$ cat src/rtl/neuron_backprop_if.sv
// neuron_backprop_if: weight-load, pass-start, x-stream and update-stream signals of neuron_backprop.
interface neuron_backprop_if #(
  parameter int N = 8
);
  localparam int IW = $clog2(N);

  logic                 load_en;
  logic [IW-1:0]        load_idx;
  logic signed [7:0]    load_w;
  logic                 start;
  logic signed [7:0]    lr;
  logic signed [7:0]    delta;
  logic                 x_valid;
  logic signed [7:0]    x_data;
  logic                 x_ready;
  logic                 upd_valid;
  logic [IW-1:0]        upd_idx;
  logic signed [7:0]    upd_w;
  logic signed [7:0]    eb_out;
  logic                 busy;
  logic                 done;
  logic                 ovr;

  modport master (
    output load_en, load_idx, load_w, start, lr, delta, x_valid, x_data,
    input  x_ready, upd_valid, upd_idx, upd_w, eb_out, busy, done, ovr
  );

  modport slave (
    input  load_en, load_idx, load_w, start, lr, delta, x_valid, x_data,
    output x_ready, upd_valid, upd_idx, upd_w, eb_out, busy, done, ovr
  );
endinterface

$ cat src/rtl/neuron_backprop.sv
// neuron_backprop: streaming Q1.6 weight update w[i] -= (lr*delta)*x[i] for one neuron.
// Define NEURON_BP_ERR_EN to also produce eb_out = weight_old[i]*delta (otherwise eb_out stays 0).
module neuron_backprop #(
  parameter int N = 8
) (
  input logic              clk,
  input logic              rst,
  neuron_backprop_if.slave bus
);
  localparam int IW = $clog2(N);

  typedef enum logic [1:0] {IDLE, SCALE, STREAM, DONE} state_t;
  typedef struct packed {
    logic signed [7:0] v;
    logic              sat;
  } sat_t;

  // Q1.6 product: floor shift by 6, then clamp to the 8-bit range.
  function automatic sat_t mul_q6(input logic signed [7:0] a, input logic signed [7:0] b);
    logic signed [15:0] p;
    logic signed [15:0] s;
    sat_t               r;
    p = 16'(a) * 16'(b);
    s = p >>> 6;
    if (s > 16'sd127) begin
      r.v   = 8'sd127;
      r.sat = 1'b1;
    end else if (s < -16'sd128) begin
      r.v   = -8'sd128;
      r.sat = 1'b1;
    end else begin
      r.v   = s[7:0];
      r.sat = 1'b0;
    end
    return r;
  endfunction

  function automatic sat_t sub_q6(input logic signed [7:0] a, input logic signed [7:0] b);
    logic signed [8:0] d;
    sat_t              r;
    d = 9'(a) - 9'(b);
    if (d > 9'sd127) begin
      r.v   = 8'sd127;
      r.sat = 1'b1;
    end else if (d < -9'sd128) begin
      r.v   = -8'sd128;
      r.sat = 1'b1;
    end else begin
      r.v   = d[7:0];
      r.sat = 1'b0;
    end
    return r;
  endfunction

  state_t            state;
  logic signed [7:0] weight [N];
  logic signed [7:0] g;
  logic signed [7:0] lr_q;
  logic signed [7:0] delta_q;
  logic [IW-1:0]     idx;

  sat_t g_next;
  sat_t dw;
  sat_t w_new;
  sat_t eb;
  logic hs;

  assign g_next = mul_q6(lr_q, delta_q);
  assign dw     = mul_q6(g, bus.x_data);
  assign w_new  = sub_q6(weight[idx], dw.v);
  assign hs     = (state == STREAM) && bus.x_valid && bus.x_ready;

`ifdef NEURON_BP_ERR_EN
  assign eb = mul_q6(weight[idx], delta_q);
`else
  assign eb = '0;
`endif

  always_ff @(posedge clk or negedge rst) begin
    if (!rst) begin
      state   <= IDLE;
      g       <= '0;
      lr_q    <= '0;
      delta_q <= '0;
      idx     <= '0;
      // NOTE: weights live in flops, so clearing them on reset is both legal and expected.
      for (int i = 0; i < N; i++) weight[i] <= '0;
      bus.x_ready   <= 1'b0;
      bus.upd_valid <= 1'b0;
      bus.upd_idx   <= '0;
      bus.upd_w     <= '0;
      bus.eb_out    <= '0;
      bus.busy      <= 1'b0;
      bus.done      <= 1'b0;
      bus.ovr       <= 1'b0;
    end else begin
      // NOTE: strobes default low every cycle so a set lasts exactly one cycle.
      bus.upd_valid <= 1'b0;
      bus.done      <= 1'b0;
      unique case (state)
        IDLE: begin
          if (bus.start) begin
            lr_q     <= bus.lr;
            delta_q  <= bus.delta;
            bus.ovr  <= 1'b0;
            idx      <= '0;
            bus.busy <= 1'b1;
            state    <= SCALE;
          end else if (bus.load_en) begin
            weight[bus.load_idx] <= bus.load_w;
          end
        end
        SCALE: begin
          g <= g_next.v;
          if (g_next.sat) bus.ovr <= 1'b1;
          bus.x_ready <= 1'b1;
          state       <= STREAM;
        end
        STREAM: begin
          if (hs) begin
            weight[idx]   <= w_new.v;
            bus.upd_valid <= 1'b1;
            bus.upd_idx   <= idx;
            bus.upd_w     <= w_new.v;
            bus.eb_out    <= eb.v;
            if (dw.sat || w_new.sat || eb.sat) bus.ovr <= 1'b1;
            // done is registered here so it lands in the same cycle as the final update.
            if (idx == IW'(N - 1)) begin
              bus.x_ready <= 1'b0;
              bus.done    <= 1'b1;
              state       <= DONE;
            end else begin
              idx <= idx + IW'(1);
            end
          end
        end
        DONE: begin
          bus.busy <= 1'b0;
          state    <= IDLE;
        end
        default: state <= IDLE;
      endcase
    end
  end
endmodule

$ cat src/flat_wrapper.sv
// flat-port wrapper written by rule: the top's interface ports become plain ports
module neuron_backprop_flat 
#(
  parameter int N = 8
)
  (clk, rst, bus_load_en, bus_load_idx, bus_load_w, bus_start, bus_lr, bus_delta, bus_x_valid, bus_x_data, bus_x_ready, bus_upd_valid, bus_upd_idx, bus_upd_w, bus_eb_out, bus_busy, bus_done, bus_ovr);
  neuron_backprop_if #(.N(N)) bus_i ();
  input logic clk;
  input logic rst;
  input wire logic [$bits(bus_i.load_en)-1:0] bus_load_en;
  input wire logic [$bits(bus_i.load_idx)-1:0] bus_load_idx;
  input wire logic [$bits(bus_i.load_w)-1:0] bus_load_w;
  input wire logic [$bits(bus_i.start)-1:0] bus_start;
  input wire logic [$bits(bus_i.lr)-1:0] bus_lr;
  input wire logic [$bits(bus_i.delta)-1:0] bus_delta;
  input wire logic [$bits(bus_i.x_valid)-1:0] bus_x_valid;
  input wire logic [$bits(bus_i.x_data)-1:0] bus_x_data;
  output wire logic [$bits(bus_i.x_ready)-1:0] bus_x_ready;
  output wire logic [$bits(bus_i.upd_valid)-1:0] bus_upd_valid;
  output wire logic [$bits(bus_i.upd_idx)-1:0] bus_upd_idx;
  output wire logic [$bits(bus_i.upd_w)-1:0] bus_upd_w;
  output wire logic [$bits(bus_i.eb_out)-1:0] bus_eb_out;
  output wire logic [$bits(bus_i.busy)-1:0] bus_busy;
  output wire logic [$bits(bus_i.done)-1:0] bus_done;
  output wire logic [$bits(bus_i.ovr)-1:0] bus_ovr;
  assign bus_i.load_en = bus_load_en;
  assign bus_i.load_idx = bus_load_idx;
  assign bus_i.load_w = bus_load_w;
  assign bus_i.start = bus_start;
  assign bus_i.lr = bus_lr;
  assign bus_i.delta = bus_delta;
  assign bus_i.x_valid = bus_x_valid;
  assign bus_i.x_data = bus_x_data;
  assign bus_x_ready = bus_i.x_ready;
  assign bus_upd_valid = bus_i.upd_valid;
  assign bus_upd_idx = bus_i.upd_idx;
  assign bus_upd_w = bus_i.upd_w;
  assign bus_eb_out = bus_i.eb_out;
  assign bus_busy = bus_i.busy;
  assign bus_done = bus_i.done;
  assign bus_ovr = bus_i.ovr;
  neuron_backprop #(.N(N)) u_core (.clk(clk), .rst(rst), .bus(bus_i));
endmodule
$ cat config.mk
export PLATFORM = sky130hd
export DESIGN_NAME = neuron_backprop_flat
export DESIGN_NICKNAME = d
export VERILOG_FILES = /design/src/rtl/neuron_backprop_if.sv /design/src/rtl/neuron_backprop.sv /design/src/flat_wrapper.sv
export SDC_FILE = /design/constraint.sdc
export NUM_CORES = 1
export LEC_CHECK = 0
export ABC_AREA = 1
export BUFFER_PORTS_ARGS = -buffer_cell sky130_fd_sc_hd__buf_4
export CAP_MARGIN = 20
export CORE_MARGIN = 1
export CORE_UTILIZATION = 55
export DETAILED_ROUTE_END_ITERATION = 8
export GPL_TIMING_DRIVEN = 0
export PLACE_DENSITY = 0.82
export SLEW_MARGIN = 20
export SYNTH_ARGS = -nofsm -noshare
export SYNTH_HDL_FRONTEND = slang
export SYNTH_SLANG_ARGS = --single-unit
export TNS_END_PERCENT = 100
$ cat constraint.sdc
create_clock -name clk -period 14.2 [get_ports clk]
set_input_delay 4.26 -clock clk [delete_from_list [all_inputs] [get_ports clk]]
set_output_delay 4.26 -clock clk [all_outputs]
set_load 0.02 [all_outputs]
==> impl_metrics.env <==
export IMPL_antenna_found_initial=0
export IMPL_clock_path_buffers=2
export IMPL_slew_violations=0
export IMPL_reg2reg_depth=33
export IMPL_cts_setup_buffers=0
export IMPL_dr_pass1_iters=8
export IMPL_worstPathArrival_ns=11.24
export IMPL_gp_congestion=0.944
export IMPL_dr_first_iter_drc_count=914
export IMPL_grt_pass1_vias=10300
export IMPL_final_layout_size_suffix_gt1_share_pct=8.55
export IMPL_setup_viol=0
export IMPL_r2r_end="u_core.weight[3]"
export IMPL_hold_end="u_core.bus.upd_idx[0]"
export IMPL_die_y_um=148
export IMPL_cts_root_buf="clkbuf_16"
export IMPL_tightestPinTransition_ns=0.922
export IMPL_rrSetupSlack_ns=6.78
export IMPL_grt_pass1_wl_um=49400
export IMPL_dieArea_mm2=0.0218
export IMPL_grt_max_degree=110
export IMPL_hold_violations=0
export IMPL_core_mm2=0.0205
export IMPL_area_growth_syn_to_layout_pct=8.85
export IMPL_min_from="u_core.bus.upd_idx[0]"
export IMPL_period_share_pct=77.1
export IMPL_syn_inst=1600
export IMPL_relSlewSlack_pct=38.3
export IMPL_htreeDepth=3
export IMPL_grt_overflow=0
export IMPL_crit_top_cell="nand2_1"
export IMPL_whs_path_depth=2
export IMPL_startpoint_type="input port"
export IMPL_via_per_inst=5.43
export IMPL_grt_setup_unrepaired="false"
export IMPL_std_cell_rows=52
export IMPL_path_class="in -> reg"
export IMPL_path_max_fanout=10
export IMPL_reg2reg_from="u_core.g[7]"
export IMPL_crit_path_start="bus_x_data[2]"
export IMPL_post_route_util_pct=62.0
export IMPL_port_buffers=49
export IMPL_hold_buffers=0
export IMPL_diodes=0
export IMPL_ys_seq_area_share_pct=23.4
export IMPL_clock_latency_ns=0.37
export IMPL_hp_class="reg -> reg"
export IMPL_ios=64
export IMPL_synth_avg_cell_area_um2=7.29
export IMPL_routedWlPerCell_um=15.2
export IMPL_path_clk_slew_ns=0.08
export IMPL_ant_nets=0
export IMPL_numCtsBuffers=9
export IMPL_cts_tree="built"
export IMPL_cts_sinks=109
export IMPL_place_hpwl_um=22600
export IMPL_ys_ff_latch=109
export IMPL_endpoint_kind="flop"
export IMPL_skew_ns=0.0169
export IMPL_worst_ep_required_time_ns=14.49
export IMPL_wirelength_um=29500
export IMPL_ctsResizeCount=0
export IMPL_max_cap_viol_count=0
export IMPL_slowest_stage="fa_1"
export IMPL_drc=1
export IMPL_slowest_delay_ns=0.65
export IMPL_violations="design-rule violations"
export IMPL_ys_types=49
export IMPL_yosys_warnings=0
export IMPL_chipWidth_um=148
export IMPL_groute_usage_overall_pct=28.3
export IMPL_synth_area_mm2=0.0117
export IMPL_start_util_pct=56.9
export IMPL_fmax_ghz=0.0913
export IMPL_nNetsFinal=1882
export IMPL_status="complete, but fails checks"
export IMPL_min_period_ns=10.95
export IMPL_setup_tns_ns=0
export IMPL_via_count=10500
==> critical path, delay by kind of cell <==
kind | cells | cell delay, ns
and+or+nand+nor | 16 | 2.05
AOI/OAI and AO/OA | 3 | 0.91
buffers and inverters | 7 | 0.73
adders and majority gates | 7 | 3.29
==> sequential cells by signal (all words and copies together), names as in the netlist <==
register / flops
u_core.bus.upd_idx: 3
u_core.bus.busy: 1
u_core.weight: 64
u_core.bus.x_ready: 1
u_core.idx: 3
u_core.delta_q: 8
u_core.lr_q: 8
u_core.g: 8
u_core.bus.upd_w: 8
u_core.bus.ovr: 1
u_core.bus.done: 1
u_core.bus.upd_valid: 1
u_core.state: 2
==> per-stage QoR <==
step | hold WS (ns) | std cells | setup slack [ns] | area [um^2]
after floorplan | 0.451 | 1607 | 4.14 | 11700
after global placement | 0.466 | 1926 | 3.08 | 12400
after detailed placement | 0.473 | 1926 | 2.96 | 12400
after CTS | 0.498 | 1942 | 3.31 | 12700
after global routing | 0.520 | 1942 | 2.66 | 12700
final | 0.490 | 1942 | 3.25 | 12700
==> final cells by class <==
cell class,instances,area (um^2)
Inverter,336,1270
Multi-Input combinational cell,1114,7460
Sequential cell,109,2730
Clock inverter,7,67.6
Fill cell,1785,7790
Buffer,48,235
Tap cell,270,338
Timing Repair Buffer,49,374
Clock buffer,9,225
==> how the worst max path moves through the flow <==
stage	cells after the start	end
6_report	33	u_core.weight[3]
5_1_grt	33	u_core.weight[3]
4_1_cts	33	u_core.weight[3]
3_5_place_dp	33	u_core.weight[3]
3_3_place_gp	33	u_core.weight[27]
2_1_floorplan	34	u_core.weight[40]
==> cell families (layout without fill, tap and decap cells) <==
group,count (synthesis),after routing,synth area share (%)
XOR/XNOR,32,32,2.40
AO/OA/AOI/OAI,233,233,11.9
flip-flops,109,109,23.4
adder cells (fa/ha/maj),175,175,25.6
other,1,8,0.0321
AND/OR/NAND/NOR,666,666,23.7
buffers and inverters,384,449,12.9
==> cell usage in the layout, fill, tap and decap left out, drive strengths merged, types with 2 or more instances in the layout <==
master   synthesis  routed
a22oi           15      15
nand4           16      16
clkbuf          31      41
inv            334     336
ha              68      68
o221ai           2       2
nand3b           3       3
nor3             7       7
o21ai           48      48
o2111ai          2       2
fa             107     107
or2              8       8
o21bai           5       5
conb             1       8
a2111oi          2       2
xor2            17      17
dfrtp          109     109
o22ai            5       5
nand2          482     482
a221oi           2       2
xnor2           15      15
nor2           124     124
a22o             2       2
buf             17      65
nand3           25      25
a21oi          139     139
o211ai           8       8
clkinv           2       7
==> cell usage after synthesis, drive strengths merged <==
library cell,instances,area share [%]
nand2,482,16
inv,334,11
a21oi,139,6.3
nor2,124,4.5
dfrtp,109,23
fa,107,18
ha,68,7.3
o21ai,48,2.5
clkbuf,31,1.0
nand3,25,1.1
buf,17,1.0
xor2,17,1.3
nand4,16,0.86
a22oi,15,0.97
xnor2,15,1.1
o211ai,8,0.63
or2,8,0.43
nor3,7,0.77
o21bai,5,0.32
o22ai,5,0.27
nand3b,3,0.19
a2111oi,2,0.15
a221oi,2,0.15
a22o,2,0.15
clkinv,2,0.064
o2111ai,2,0.15
o221ai,2,0.15
a211oi,1,0.064
a21boi,1,0.064
and2,1,0.054
conb,1,0.032
o21a,1,0.064
==> layer usage <==
metal	GRT usage [%]	share of wire (%)
met3	5.77	8.7
met4	11.2	3.4
met5	0	0
met2	46.1	47
met1	37.2	41
Power is not shown: default switching activity piles up to over one toggle a cycle in this logic, so the estimate is an artifact.
